`src/rtl/mem_stall_ctrl.sv`:
```
// ---------------------------------------------------------------------------
// mem_stall_ctrl
//   Pipeline hazard and data-memory stall controller. A four-state FSM
//   (IDLE, WAIT, DONE, ERR) sequences each ME-stage load/store against a
//   memory that acknowledges with a one-cycle memAck pulse, and raises a
//   sticky timeout error if the ack never arrives. The stall/flush outputs
//   combine the memory stall with branch-taken flushes and load-use
//   interlocks, in priority order memory stall > branch > load-use.
//
// Parameters
//   TIMEOUT      WAIT cycles allowed without memAck before ERR (1..15)
//
// Ports
//   clk          clock, all state changes on posedge
//   rst          asynchronous active-low reset
//   memRead      load in ME stage
//   memWrite     store in ME stage
//   memAck       data memory completion pulse
//   exMemRead    load in EX stage
//   exRd         EX-stage destination register
//   idRs1/idRs2  ID-stage source registers
//   branchTaken  branch/jump resolved taken in EX
//   memReq       registered request to data memory
//   stallIF..WB  hold PC and the IF/ID, ID/EX, EX/ME, ME/WB registers
//   flushID/EX   bubble the IF/ID and ID/EX registers
//   memErr       registered sticky timeout flag
// ---------------------------------------------------------------------------
module mem_stall_ctrl #(
  parameter int unsigned TIMEOUT = 15
) (
  input  logic       clk,
  input  logic       rst,
  input  logic       memRead,
  input  logic       memWrite,
  input  logic       memAck,
  input  logic       exMemRead,
  input  logic [4:0] exRd,
  input  logic [4:0] idRs1,
  input  logic [4:0] idRs2,
  input  logic       branchTaken,
  output logic       memReq,
  output logic       stallIF,
  output logic       stallID,
  output logic       stallEX,
  output logic       stallME,
  output logic       stallWB,
  output logic       flushID,
  output logic       flushEX,
  output logic       memErr
);

  localparam int unsigned STATE_W = 2;
  localparam int unsigned CNT_W   = 4;
  localparam int unsigned REG_W   = 5;

  localparam logic [STATE_W-1:0] ST_IDLE = 2'd0;
  localparam logic [STATE_W-1:0] ST_WAIT = 2'd1;
  localparam logic [STATE_W-1:0] ST_DONE = 2'd2;
  localparam logic [STATE_W-1:0] ST_ERR  = 2'd3;

  // Last counter value tolerated in WAIT before declaring a timeout.
  localparam logic [CNT_W-1:0] CNT_LAST = CNT_W'(TIMEOUT - 1);

  logic [STATE_W-1:0] state_q, state_d;
  logic [CNT_W-1:0]   cnt_q, cnt_d;
  logic               mem_req_q, mem_req_d;
  logic               mem_err_q, mem_err_d;

  logic               mem_access;
  logic               mem_stall;
  logic               load_use;

  assign mem_access = memRead | memWrite;

  // State, counter and registered outputs.
  always_ff @(posedge clk or negedge rst) begin
    if (!rst) begin
      state_q   <= ST_IDLE;
      cnt_q     <= '0;
      mem_req_q <= 1'b0;
      mem_err_q <= 1'b0;
    end else begin
      state_q   <= state_d;
      cnt_q     <= cnt_d;
      mem_req_q <= mem_req_d;
      mem_err_q <= mem_err_d;
    end
  end

  // Next-state logic; memAck only matters in WAIT and wins over the timeout.
  always_comb begin
    state_d   = state_q;
    cnt_d     = cnt_q;
    mem_req_d = 1'b0;
    mem_err_d = mem_err_q;
    case (state_q)
      ST_IDLE: begin
        if (mem_access) begin
          state_d   = ST_WAIT;
          cnt_d     = '0;
          mem_req_d = 1'b1;
        end
      end
      ST_WAIT: begin
        if (memAck) begin
          state_d   = ST_DONE;
          mem_req_d = 1'b0;
        end else if (cnt_q == CNT_LAST) begin
          state_d   = ST_ERR;
          mem_req_d = 1'b0;
          mem_err_d = 1'b1;
        end else begin
          cnt_d     = cnt_q + CNT_W'(1);
          mem_req_d = 1'b1;
        end
      end
      ST_DONE: begin
        state_d = ST_IDLE;
      end
      ST_ERR: begin
        state_d   = ST_ERR;
        mem_err_d = 1'b1;
      end
      default: begin
        state_d = ST_IDLE;
      end
    endcase
  end

  assign memReq = mem_req_q;
  assign memErr = mem_err_q;

  // Memory stall: covers the request cycle in IDLE, all of WAIT and ERR.
  // DONE is deliberately stall-free so ME/WB captures the access result.
  always_comb begin
    mem_stall = 1'b0;
    case (state_q)
      ST_IDLE: mem_stall = mem_access;
      ST_WAIT: mem_stall = 1'b1;
      ST_ERR:  mem_stall = 1'b1;
      default: mem_stall = 1'b0;
    endcase
  end

  // Load-use hazard; x0 is never a real dependency.
  assign load_use = exMemRead & (exRd != REG_W'(0)) &
                    ((exRd == idRs1) | (exRd == idRs2));

  // Stall/flush resolution: memory stall > branch flush > load-use bubble.
  always_comb begin
    stallIF = 1'b0;
    stallID = 1'b0;
    stallEX = 1'b0;
    stallME = 1'b0;
    stallWB = 1'b0;
    flushID = 1'b0;
    flushEX = 1'b0;
    if (mem_stall) begin
      stallIF = 1'b1;
      stallID = 1'b1;
      stallEX = 1'b1;
      stallME = 1'b1;
      stallWB = 1'b1;
    end else if (branchTaken) begin
      flushID = 1'b1;
      flushEX = 1'b1;
    end else if (load_use) begin
      stallIF = 1'b1;
      stallID = 1'b1;
      flushEX = 1'b1;
    end
  end

endmodule

```
`config.mk`:
```
export PLATFORM = sky130hd
export DESIGN_NAME = mem_stall_ctrl
export DESIGN_NICKNAME = d
export VERILOG_FILES = /design/src/rtl/mem_stall_ctrl.sv
export SDC_FILE = /design/constraint.sdc
export NUM_CORES = 1
export LEC_CHECK = 0
export ABC_AREA = 1
export CAP_MARGIN = 20
export CORE_UTILIZATION = 42
export DETAILED_ROUTE_END_ITERATION = 8
export PLACE_DENSITY = 0.82
export SLEW_MARGIN = 0
export SYNTH_ARGS = -nofsm -noshare
export SYNTH_HDL_FRONTEND = slang
export SYNTH_SLANG_ARGS = --single-unit
```
`constraint.sdc`:
```
create_clock -name clk -period 3.2 [get_ports clk]
set_clock_uncertainty 0.15 [all_clocks]
set_input_delay 0.48 -clock clk [delete_from_list [all_inputs] [get_ports clk]]
set_output_delay 0.48 -clock clk [all_outputs]
set_load 0.05 [all_outputs]
```
After elaboration in Yosys (flattened, before gate mapping)
Index checks and enable logic that the tools add are counted.

Flip-flop bits (word level): 8. Output and inout bits: 9. Logic and storage cells: 52.

Mux-type cells: 24. Bitwise gates (word level): 4. Reduce and logical (&&, ||, !) cells: 8. Equal/unequal tests: 11. Add/sub/neg operators: 1.

Operator list (number): $mux 1 (13); $mux 4 (3); $eq 5x5->1 (2); $ne 2x2->1 const B (4); $pmux 2 s4 (1); $pmux 4 s2 (1); $mux 2 (3); $pmux 1 s2 (3); $reduce_bool 5->1 (1); $add 4x1->4 const B (1); $eq 2x2->1 const B (2); $eq 4x4->1 const B (1); $reduce_and 4->1 (1); $reduce_bool 2->1 (2); $ne 3x3->1 const B (1); $reduce_and 3->1 (1); $and 1x1->1 (2); $eq 2x1->1 const B (1); $logic_not 2->1 (1); $or 1x1->1 (2); $reduce_and 2->1 (1); $reduce_or 2->1 (1).

Logic depth before layout (Yosys ltp)
Depth after elaboration: 6. Depth in mapped cells: 9. Mapped depth without buffers: 8.

Least setup slack after synthesis
Ideal clock, no wire load.

Path type: input -> output. From: input memWrite. To: output stallIF. Data required time: 2.570 ns. Setup slack: 1.002 ns. Buffers on the path: 1. Stages: 5. Data arrival time: 1.568 ns. Cell sequence: o21ai_2 inv_2 nor2_2 nand2_1 buf_4.

Word-level cells in the longest chain between the ends: 3.

Ends and longest elaborated chain: start, declared (line 34) `input logic memWrite,`; $or 1x1->1 (line 73) `assign mem_access = memRead | memWrite;`; $pmux 1 s2 (line 137) `case (state_q)`; $mux 1; end, declared (line 42) `output logic stallIF,`.

Every way passes these cells.

Worst setup path after layout
From: input memWrite. To: output stallME.

Word-level cells in the longest chain between the ends: 3.

Ends and longest elaborated chain: $or 1x1->1 (line 73); $pmux 1 s2 (line 137); $mux 1 (line 158) `if (mem_stall) begin`; end, declared (line 45) `output logic stallME,`.

Every way passes these cells.

==> flow_summary.yaml <==
logic_synthesis:
  synth.cell_area_um2: 653
  ys_async_sr_fraction: 1.00
  synth-edff-count: 0
  netlist_instances: 100
  synth.avg_cell_area_um2: 6.53
  synth_cell_types: 21
  ys_seq_elements: 8
  yosysWarnings: 0
  ys.flop_type: "dfrtp_1"
  synthesis.nets: 124
  ys_seq_area_frac: 0.307
floorplan:
  dieWidth_um: 41.4
  die_area_mm2: 0.00172
  io-pin-count: 31
  placementRows: 13
  start_util: 0.478
  core_area_mm2: 0.00137
  die_h_um: 41.4
power:
  cellPowerDensity_mw_per_mm2: 760
  p_sw_mw: 0.397
  p_leak_nw: 0.523
  fin_total_pwr_mw: 0.731
  clkPwrFrac: 0.108
  ir_drop_uv: 400
  p_int_mw: 0.334
  seqPwrFrac: 0.223
  switching_share: 0.543
  power_frac_comb: 0.669
timing:
  max_freq_ghz: 0.349
  final.min_clock_period_ns: 2.87
  holdWs_ns: 0.337
  finalSetupViolations: 0
  period_share: 0.897
  slew_viol_final: 0
  setup_tns_ns: 0
  slew_headroom: 0.667
  hold_violations: 0
  worst_slew_pin_slew_ns: 0.497
  rsz0062_at_grt: "no"
global_routing:
  grt-ovfl-total: 0
  grt_antenna_before_repair: 0
  grt_util_met2: 0.353
  grt_start_max_net_pins: 9
  grt.total_usage: 0.220
  first_global_vias: 706
  top_usage_layer: "met2"
  grt_pass1_wl_um: 2990
  met3_usage: 0.0739
  use_met1: 0.286
worst_setup_path:
  path_max_fanout: 5
  crit_buf_inv: 4
  worstSetupEndpointType: "output pin"
  cp.required_ns: 2.57
  slowest_stage: "clkdlybuf4s50_1"
  crit_type: "input pin to output pin"
  path_cells: "clkdlybuf4s50_1, o21ai_2, inv_2, nor2_2, inv_1, clkdlybuf4s50_1"
  critPathMaxStageDelay_ns: 0.71
  path_delay_family: "buffers and inverters"
  cpMostUsedCell: "clkdlybuf4s50_1"
  worstPathArrival_ns: 2.24
  cp-start-kind: "input pin"
clocking:
  clkTransAtPathRegs_ns: 0.06
  root_buffer: "clkbuf_4"
  numCtsBuffers: 3
  post_cts_resized: 0
  cts_hold_buf: 0
  cts_tree: "built"
  cts_setup_buffers: 0
  cts_buffer_depth: 2
  clock_latency_ns: 0.26
  cts-htree-levels: 1
  cts_num_sinks: 8
cells_and_area:
  regArea_um2: 200
  fin_nets: 156
  finish.instance_area_um2: 962
  drive_gt1_frac: 0.115
  area_delta_synth_final_pct: 47.3
  stdcell_count: 145
  n_fill_cell: 111
  diodes: 0
  multi_input_comb_area_um2: 344
routing:
  dr.pass1.iters: 4
  routed_wl_um: 1600
  via_per_inst: 4.84
  drt-initial-drc-count: 20
  drtAntennaViolNets: 0
  wire_per_inst_um: 11.0
  post-route-drc-count: 0
  vias: 702
run_status:
  status: "finished clean"
place:
  portBuffers: 30
  dp_cells: 142
  placed_cell_area_um2: 940
  gp_congestion: 0.839
  dp_hpwl_um: 1340
worst_hold_path:
  hp-class: "input pin to asynchronous set/reset pin"
job:
  max-cap-violations: 0
synthesized netlist by cell type, types with 2 or more instances:
| cell | n | share of area |
|---|---|---|
| nor3_1 | 2 | 0.015 |
| nand4_1 | 2 | 0.019 |
| nand3_1 | 7 | 0.054 |
| inv_1 | 21 | 0.12 |
| dfrtp_1 | 8 | 0.31 |
| ha_1 | 2 | 0.038 |
| nor2_1 | 9 | 0.052 |
| nand2_1 | 30 | 0.17 |
| inv_2 | 2 | 0.011 |
| buf_4 | 3 | 0.034 |
| xnor2_1 | 2 | 0.027 |
| o21ai_0 | 3 | 0.023 |
power groups by stage:
stage          combinational [mW]  clock [mW]  sequential, mW
3_3_place_gp                0.478           0           0.162
2_1_floorplan               0.348           0           0.178
4_1_cts                     0.492      0.0812           0.162
6_report                    0.489      0.0792           0.163
3_5_place_dp                0.490           0           0.163
5_1_grt                     0.521      0.0883           0.167
per-stage QoR:
step | setup slack [ns] | utilization
floorplan | 1.00 | -
global placement | 0.397 | 0.688
detailed placement | 0.329 | 0.688
CTS | 0.319 | 0.704
global route | 0.194 | 0.704
finish | 0.331 | 0.704
path summary, 6_finish.rpt:
check,start,end,slack (ns),cells past startpoint
min in group clk,memErr$_DFFE_PN0P_,memErr$_DFFE_PN0P_,0.34,1
max in group asynchronous,rst,memErr$_DFFE_PN0P_,2.29,1
worst min-delay path,rst,cnt_q[3]$_DFFE_PN0P_,0.34,1
worst max register to register,cnt_q[0]$_DFFE_PN0P_,cnt_q[3]$_DFFE_PN0P_,1.71,8
worst min register to register,memErr$_DFFE_PN0P_,memErr$_DFFE_PN0P_,0.34,1
worst max-delay path,memWrite,stallME,0.33,6
kinds of logic after synthesis:
group,after synthesis,share of synthesized area
adder cells (fa/ha/maj),2,0.0383
XOR/XNOR,2,0.0268
AND/OR/NAND/NOR,54,0.383
buffers and inverters,26,0.167
AO/OA/AOI/OAI,8,0.0785
flip-flops,8,0.307
layout make-up:
cell class | instances | share of cell area
flip-flops and latches | 8 | 0.208
multi-input cells | 66 | 0.358
inverters | 23 | 0.0897
repair buffers | 30 | 0.302
well taps | 15 | 0.0195
clock buffers | 3 | 0.0234
layout by cell type, fill, tap and decap left out, types with 2 or more instances in the layout:
cell type	instances
nor3_1	2
nand2_1	30
buf_4	4
o21ai_0	3
ha_1	2
dfrtp_1	8
nor2_1	9
clkdlybuf4s50_1	26
clkbuf_4	3
inv_2	2
inv_1	21
xnor2_1	2
nand4_1	2
nand3_1	7
sequential cells by signal (all words and copies together), names as in the netlist:
| name | count |
|---|---|
| state_q | 2 |
| memReq | 1 |
| cnt_q | 4 |
| memErr | 1 |
per-layer routing:
layer	vias to the layer above	share of wire
met1	312	0.45
met5	-	0
met2	24	0.48
met3	2	0.064
met4	0	0.0069
li1	364	-
Power figures use the tool's default switching activity.
